File: src/rtl/dram_arbiter.sv
// dram_arbiter: shares the data-memory port between the CPU and a host port.
// Define DRAM_ARB_FAIRNESS_EN to bound host bursts to MAX_BURST with a forced CPU slot.
module dram_arbiter #(
  parameter int ADDR_W = 8,
  parameter int DATA_W = 8,
  parameter int MAX_BURST = 4
) (
  input  logic              CLK,
  input  logic              RESET,
  input  logic              ext_en_l,
  input  logic [ADDR_W-1:0] cpu_addr,
  input  logic [DATA_W-1:0] cpu_data,
  input  logic              cpu_mw,
  output logic [DATA_W-1:0] cpu_din,
  output logic              cpu_en_l,
  input  logic              host_req,
  input  logic              host_we,
  input  logic [ADDR_W-1:0] host_addr,
  input  logic [DATA_W-1:0] host_wdata,
  output logic              host_ack,
  output logic [DATA_W-1:0] host_rdata,
  output logic              host_grant,
  output logic [ADDR_W-1:0] mem_addr,
  output logic [DATA_W-1:0] mem_data,
  output logic              mem_mw,
  input  logic [DATA_W-1:0] mem_q
);
  typedef enum logic [1:0] {S_CPU, S_HOST, S_YIELD} state_t;
  state_t state;
  logic   host_sel;
  if (MAX_BURST < 1 || MAX_BURST > 255) begin : g_bad_burst
    $error("MAX_BURST out of range");
  end
  // Reset overrides ownership so nothing commits and the CPU stays stalled.
  assign host_sel   = (state == S_HOST) && !RESET;
  assign host_grant = host_sel;
  assign host_ack   = host_sel & host_req;
  assign cpu_en_l   = RESET | host_sel | ext_en_l;
  assign mem_addr   = host_sel ? host_addr : cpu_addr;
  assign mem_data   = host_sel ? host_wdata : cpu_data;
  assign mem_mw     = RESET ? 1'b0 : host_sel ? host_we & host_req : cpu_mw & ~ext_en_l;
  assign cpu_din    = mem_q;
  assign host_rdata = mem_q;
`ifdef DRAM_ARB_FAIRNESS_EN
  localparam int BW = $clog2(MAX_BURST + 1);
  localparam logic [BW-1:0] LAST = BW'(MAX_BURST - 1);
  logic [BW-1:0] bcnt;
  always_ff @(posedge CLK) begin
    if (RESET) state <= S_CPU;
    else if (state == S_HOST) state <= !host_req ? S_CPU : (bcnt == LAST) ? S_YIELD : S_HOST;
    else state <= host_req ? S_HOST : S_CPU;
    bcnt <= (RESET || state != S_HOST || !host_req || bcnt == LAST) ? '0 : bcnt + 1'b1;
  end
`else
  always_ff @(posedge CLK) begin
    if (RESET) state <= S_CPU;
    else state <= host_req ? S_HOST : S_CPU;
  end
`endif
endmodule

File: config.mk
export PLATFORM = sky130hd
export DESIGN_NAME = dram_arbiter
export DESIGN_NICKNAME = d
export VERILOG_FILES = /design/src/rtl/dram_arbiter.sv
export SDC_FILE = /design/constraint.sdc
export NUM_CORES = 1
export LEC_CHECK = 0
export ABC_CLOCK_PERIOD_IN_PS = 1900
export BUFFER_PORTS_ARGS = -buffer_cell sky130_fd_sc_hd__buf_2
export CAP_MARGIN = 10
export CORE_MARGIN = 5
export CORE_UTILIZATION = 25
export DETAILED_ROUTE_END_ITERATION = 6
export PLACE_DENSITY = 0.86
export SYNTH_ARGS = -nofsm -noshare
export SYNTH_HDL_FRONTEND = slang
export SYNTH_SLANG_ARGS = --single-unit
File: constraint.sdc
create_clock -name CLK -period 1.9 [get_ports CLK]
set_clock_uncertainty 0.15 [all_clocks]
set_input_delay 0.38 -clock CLK [delete_from_list [all_inputs] [get_ports CLK]]
set_output_delay 0.38 -clock CLK [all_outputs]
set_load 0.02 [all_outputs]
==> impl_metrics.csv, run 1 <==
group,metric,value,unit
outcome,status,"completed",
timing,fin_setup_tns,0,ns
synth,synthCells,43,
synth,netlist_top_cells_count,"buf_4, mux2_2, mux2_4, nor2_1",
cells_and_area,nets,130,
routing,totalWireLength,1420,um
setup_path,startpoint,"RESET",
min_path,min_path_type,"in2reg",
synth,synth_top_area_share,0.276,
timing,period_share,0.970,
cells_and_area,post-route-util,0.350,
cells_and_area,drive_gt1_frac,0.927,
global_routing,grt_pass1_vias,488,
synth,netlist_area,435,um2
routing,viasPerCell,4.47,
routing,dr.pass1.iters,1,
synth,async_flop_share,0,
cells_and_area,syn_to_final_growth,35.6,%
floorplan,start_util,0.258,
timing,hold_violations,0,
global_routing,grt_pass1_wl,2150,um
synth,synth.area.top_cells,"buf_4, mux2_4, mux2_2",
pwr,peakVddDrop,151,uV
clock_network,cts.clk_slew.worst_paths,0,ns
synth,ys_seq_area_frac,0.0460,
synth,synth_top_area_cell,"buf_4",
timing,grt_setup_unrepaired,"yes",
setup_path,cp_cell_sequence,"buf_2 > nand2b_4 > mux2_2 > buf_2",
cells_and_area,largest_reg_flops,1,
timing,period_minus_slack,1.84,ns
floorplan,die_area,2680,um2
routing,drtIter0Drc,0,
synth,ys_warn_count,0,
cells_and_area,antennaDiodeCount,0,
global_routing,grt_overflow,0,
setup_path,slowest_delay,0.37,ns
global_routing,grt_max_degree,19,
routing,wl_per_cell,14.4,um
cells_and_area,reg.largest.list,"state: 1 flops",
timing,holdWs,0.437,ns
routing,final_antenna_net_count,0,
setup_path,cp.required,1.37,ns
synth,syn_area_per_cell,10.1,um2
setup_path,critPathKind,"in2out",
pwr,p_leak,0.000373,uW
clock_network,postCtsSetupBuffers,0,
placement,port_buffers,57,
floorplan,fp.dieH,51.7,um
setup_path,cpMostUsedCell,"buf_2",
synth,yosys.cell_count.top_type,"buf_4",
synth,syn-num-nets,89,
floorplan,num_io_pins,82,
timing,worst_pin_slew,0.281,ns
routing,drc,0,
global_routing,antenna_found_initial,0,
setup_path,slowest_stage,"mux2_2",
cells_and_area,top_register,"state",
synth,synth_edf_count,0,
floorplan,die_w,51.7,um
min_path,holdCritStartpoint,"RESET",
timing,slew_headroom,0.813,
synth,synthFlopType,"dfxtp_1",
synth,synthDistinctLibCells,13,
synth,synth_seq_cells,1,
setup_path,worstSetupEndpointType,"output port",
global_routing,grt_usage,0.102,
floorplan,fp-row-count,15,
pwr,powerDensity,291,nW/um2
setup_path,start_kind,"input pin",
setup_path,cp_max_fo,18,
floorplan,coreArea,1690,um2
placement,gp_congestion,0.665,
timing,fmax,543,MHz
timing,finalSetupViolations,0,
flow_run,drv_cap,0,
timing,finalMaxSlewViolations,0,
clock_network,cts_hold_buffers,0,
clock_network,postCtsResizedCells,0,
setup_path,arrival,1.31,ns
routing,vias,443,
final timing paths:
check / endpoint / slack [ns] / cells after the start
min: state[0] / 0.44 / 2
max: mem_addr[3] / 0.06 / 4
layout by cell type, fill, tap and decap left out, drive strengths merged:
master / n
buf: 57
mux2: 16
nor2: 2
inv: 2
nand2b: 1
nor4b: 1
a31o: 1
or3: 1
dfxtp: 1
cell families after synthesis:
group                  count (synthesis)  synth area share
muxes                                 16             0.483
and+or+nand+nor                        5            0.0862
DFF                                    1            0.0460
buffers and inverters                 20             0.365
AOI/OAI and AO/OA                      1            0.0201
stage by stage:
step	power [uW]	instance area, um2	setup WS, ns	cells
2_1_floorplan	162	435	0.237	43
3_3_place_gp	169	591	0.0776	99
3_5_place_dp	173	591	0.0527	99
4_1_cts	174	591	0.0525	99
5_1_grt	183	591	-0.00478	99
6_report	172	591	0.0579	99
layer usage:
metal  vias to the layer above  routed length, um  global-route usage
li1                        208                  -                   -
met1                       181                388              0.0808
met2                        49                726               0.216
met3                         5                265              0.0372
met4                         0                 41              0.0393
met5                         -                  0                   0
final cells by class:
class | instances | area (um2)
fill | 182 | 1100
multi-input combinational | 22 | 256
sequential | 1 | 20.0
inverter | 2 | 7.51
tap | 17 | 21.3
timing repair buffer | 57 | 285
critical path, delay by kind of cell:
| family | cells | cell delay [ns] |
|---|---|---|
| buffers and inverters | 2 | 0.27 |
| AND/OR/NAND/NOR | 1 | 0.29 |
| multiplexers | 1 | 0.37 |
power breakdown:
group / leakage [uW] / internal [uW] / total, uW / switching (uW)
sequential: 0.00000834 / 22.6 / 24.0 / 1.38
clock: 0 / 0 / 0 / 0
combinational: 0.000365 / 77.2 / 148 / 70.7
total: 0.000373 / 99.8 / 172 / 72.1
No activity file was read; power rests on OpenSTA's default activity.
==> run 2: changes to the inputs <==
--- a/config.mk
+++ b/config.mk
@@ -12,6 +12,7 @@
 export CORE_UTILIZATION = 25
 export DETAILED_ROUTE_END_ITERATION = 6
 export PLACE_DENSITY = 0.86
+export RECOVER_POWER = 25
 export SYNTH_ARGS = -nofsm -noshare
 export SYNTH_HDL_FRONTEND = slang
 export SYNTH_SLANG_ARGS = --single-unit
==> run 2 against run 1 <==
Effect of this change:
- power is 0.17% lower
- sequential power hardly changed
- routed wire length stayed put
- sequential share of layout area hardly changed
- core utilization is 0.074 points lower
- cell area is 0.21% lower
- via count stayed put
==> impl_metrics.csv, run 2 (synthesis results as in run 1) <==
group,metric,value,unit
routing,final_antenna_net_count,0,
timing,period_share,0.970,
timing,fmax,543,MHz
global_routing,grt_max_degree,19,
cells_and_area,nets,130,
global_routing,grt_pass1_wl,2150,um
placement,post-place-cells,99,
setup_path,slowest_stage,"mux2_2",
setup_path,cp.required,1.37,ns
pwr,total_power,172,uW
global_routing,grt_usage,0.102,
global_routing,grt_pass1_vias,488,
floorplan,die_w,51.7,um
setup_path,start_kind,"input pin",
min_path,holdPathStages,2,
routing,drc,0,
cells_and_area,top_register,"state",
cells_and_area,drive_gt1_frac,0.915,
cells_and_area,fin_cells,99,
outcome,status,"completed",
pwr,p_leak,0.000370,uW
cells_and_area,reg.largest.list,"state: 1 flops",
floorplan,fp.dieH,51.7,um
timing,finalSetupViolations,0,
cells_and_area,largest_reg_flops,1,
placement,place_worst_setup_slack,0.0527,ns
timing,period_minus_slack,1.84,ns
routing,viasPerCell,4.47,
setup_path,cp_max_fo,18,
cells_and_area,antennaDiodeCount,0,
clock_network,postCtsResizedCells,0,
setup_path,arrival,1.31,ns
cells_and_area,mostFrequentLayoutCells,"buf_2, mux2_4, mux2_2",
timing,finalMaxSlewViolations,0,
placement,gp_congestion,0.665,
global_routing,antenna_found_initial,0,
timing,grt_setup_unrepaired,"yes",
routing,wl_per_cell,14.4,um
timing,worst_slack,0.0579,ns
floorplan,fp-row-count,15,
setup_path,worstSetupEndpointType,"output port",
floorplan,start_util,0.258,
cells_and_area,nFillCells,183,
routing,totalWireLength,1420,um
routing,vias,443,
min_path,min_path_type,"in2reg",
timing,worst_pin_slew,0.281,ns
pwr,peakVddDrop,150,uV
setup_path,critPathKind,"in2out",
setup_path,cpMostUsedCell,"buf_2",
floorplan,die_area,2680,um2
placement,port_buffers,57,
cells_and_area,post-route-util,0.349,
timing,hold_violations,0,
clock_network,cts.clk_slew.worst_paths,0,ns
timing,slew_headroom,0.813,
pwr,powerDensity,291,nW/um2
floorplan,coreArea,1690,um2
floorplan,num_io_pins,82,
setup_path,slowest_delay,0.37,ns
flow_run,drv_cap,0,
setup_path,cp_cell_sequence,"buf_2 > nand2b_4 > mux2_2 > buf_2",
cells_and_area,syn_to_final_growth,35.3,%
cells_and_area,final_common_cell,"buf_2",
routing,drtIter0Drc,0,
routing,dr.pass1.iters,1,
global_routing,grt_overflow,0,
run 2: changes by cell type in the layout (fill, tap and decap cells not counted), sizes merged:
cell,delta
buf,-1
clkbuf,+1
run 2: cell type report:
type	count	area [um2]	area share
repair buffers	57	284	0.482
multi-input cells	22	256	0.435
well taps	17	21.3	0.0361
flip-flops and latches	1	20.0	0.0340
inverters	2	7.51	0.0127
run 2: final timing paths:
| check | startpoint | endpoint |
|---|---|---|
| min | RESET | state[0] |
| max | RESET | mem_addr[3] |
run 2: power breakdown:
part / switching [uW] / internal (uW) / leakage (uW)
combinational: 70.7 / 76.9 / 0.000362
clock: 0 / 0 / 0
sequential: 1.38 / 22.6 / 0.00000834
total: 72.1 / 99.5 / 0.000370
run 2: worst max-delay path: cells and delay by family:
kind / cells / cell delay, ns
AND/OR/NAND/NOR: 1 / 0.29
multiplexers: 1 / 0.37
buffers and inverters: 2 / 0.27
run 2: stage by stage:
step                      TNS (ns)  instance area, um2  hold slack, ns
after floorplan                  0                 435           0.302
after global placement           0                 591           0.430
after detailed placement         0                 591           0.439
after CTS                        0                 591           0.439
after global routing      -0.00478                 589           0.454
final                            0                 589           0.437
run 2: repair_timing:
action                                 4_1_cts  5_1_grt
setup endpoints to repair                    0        1
setup buffers                                0        0
hold buffers                                 0        0
endpoints found under the hold margin        0        0
run 2: routing by layer:
metal	global-route usage	vias to the layer above	wire length [um]
li1	-	208	-
met5	0	-	0
met1	0.0808	181	388
met4	0.0393	0	41
met3	0.0372	5	265
met2	0.216	49	726
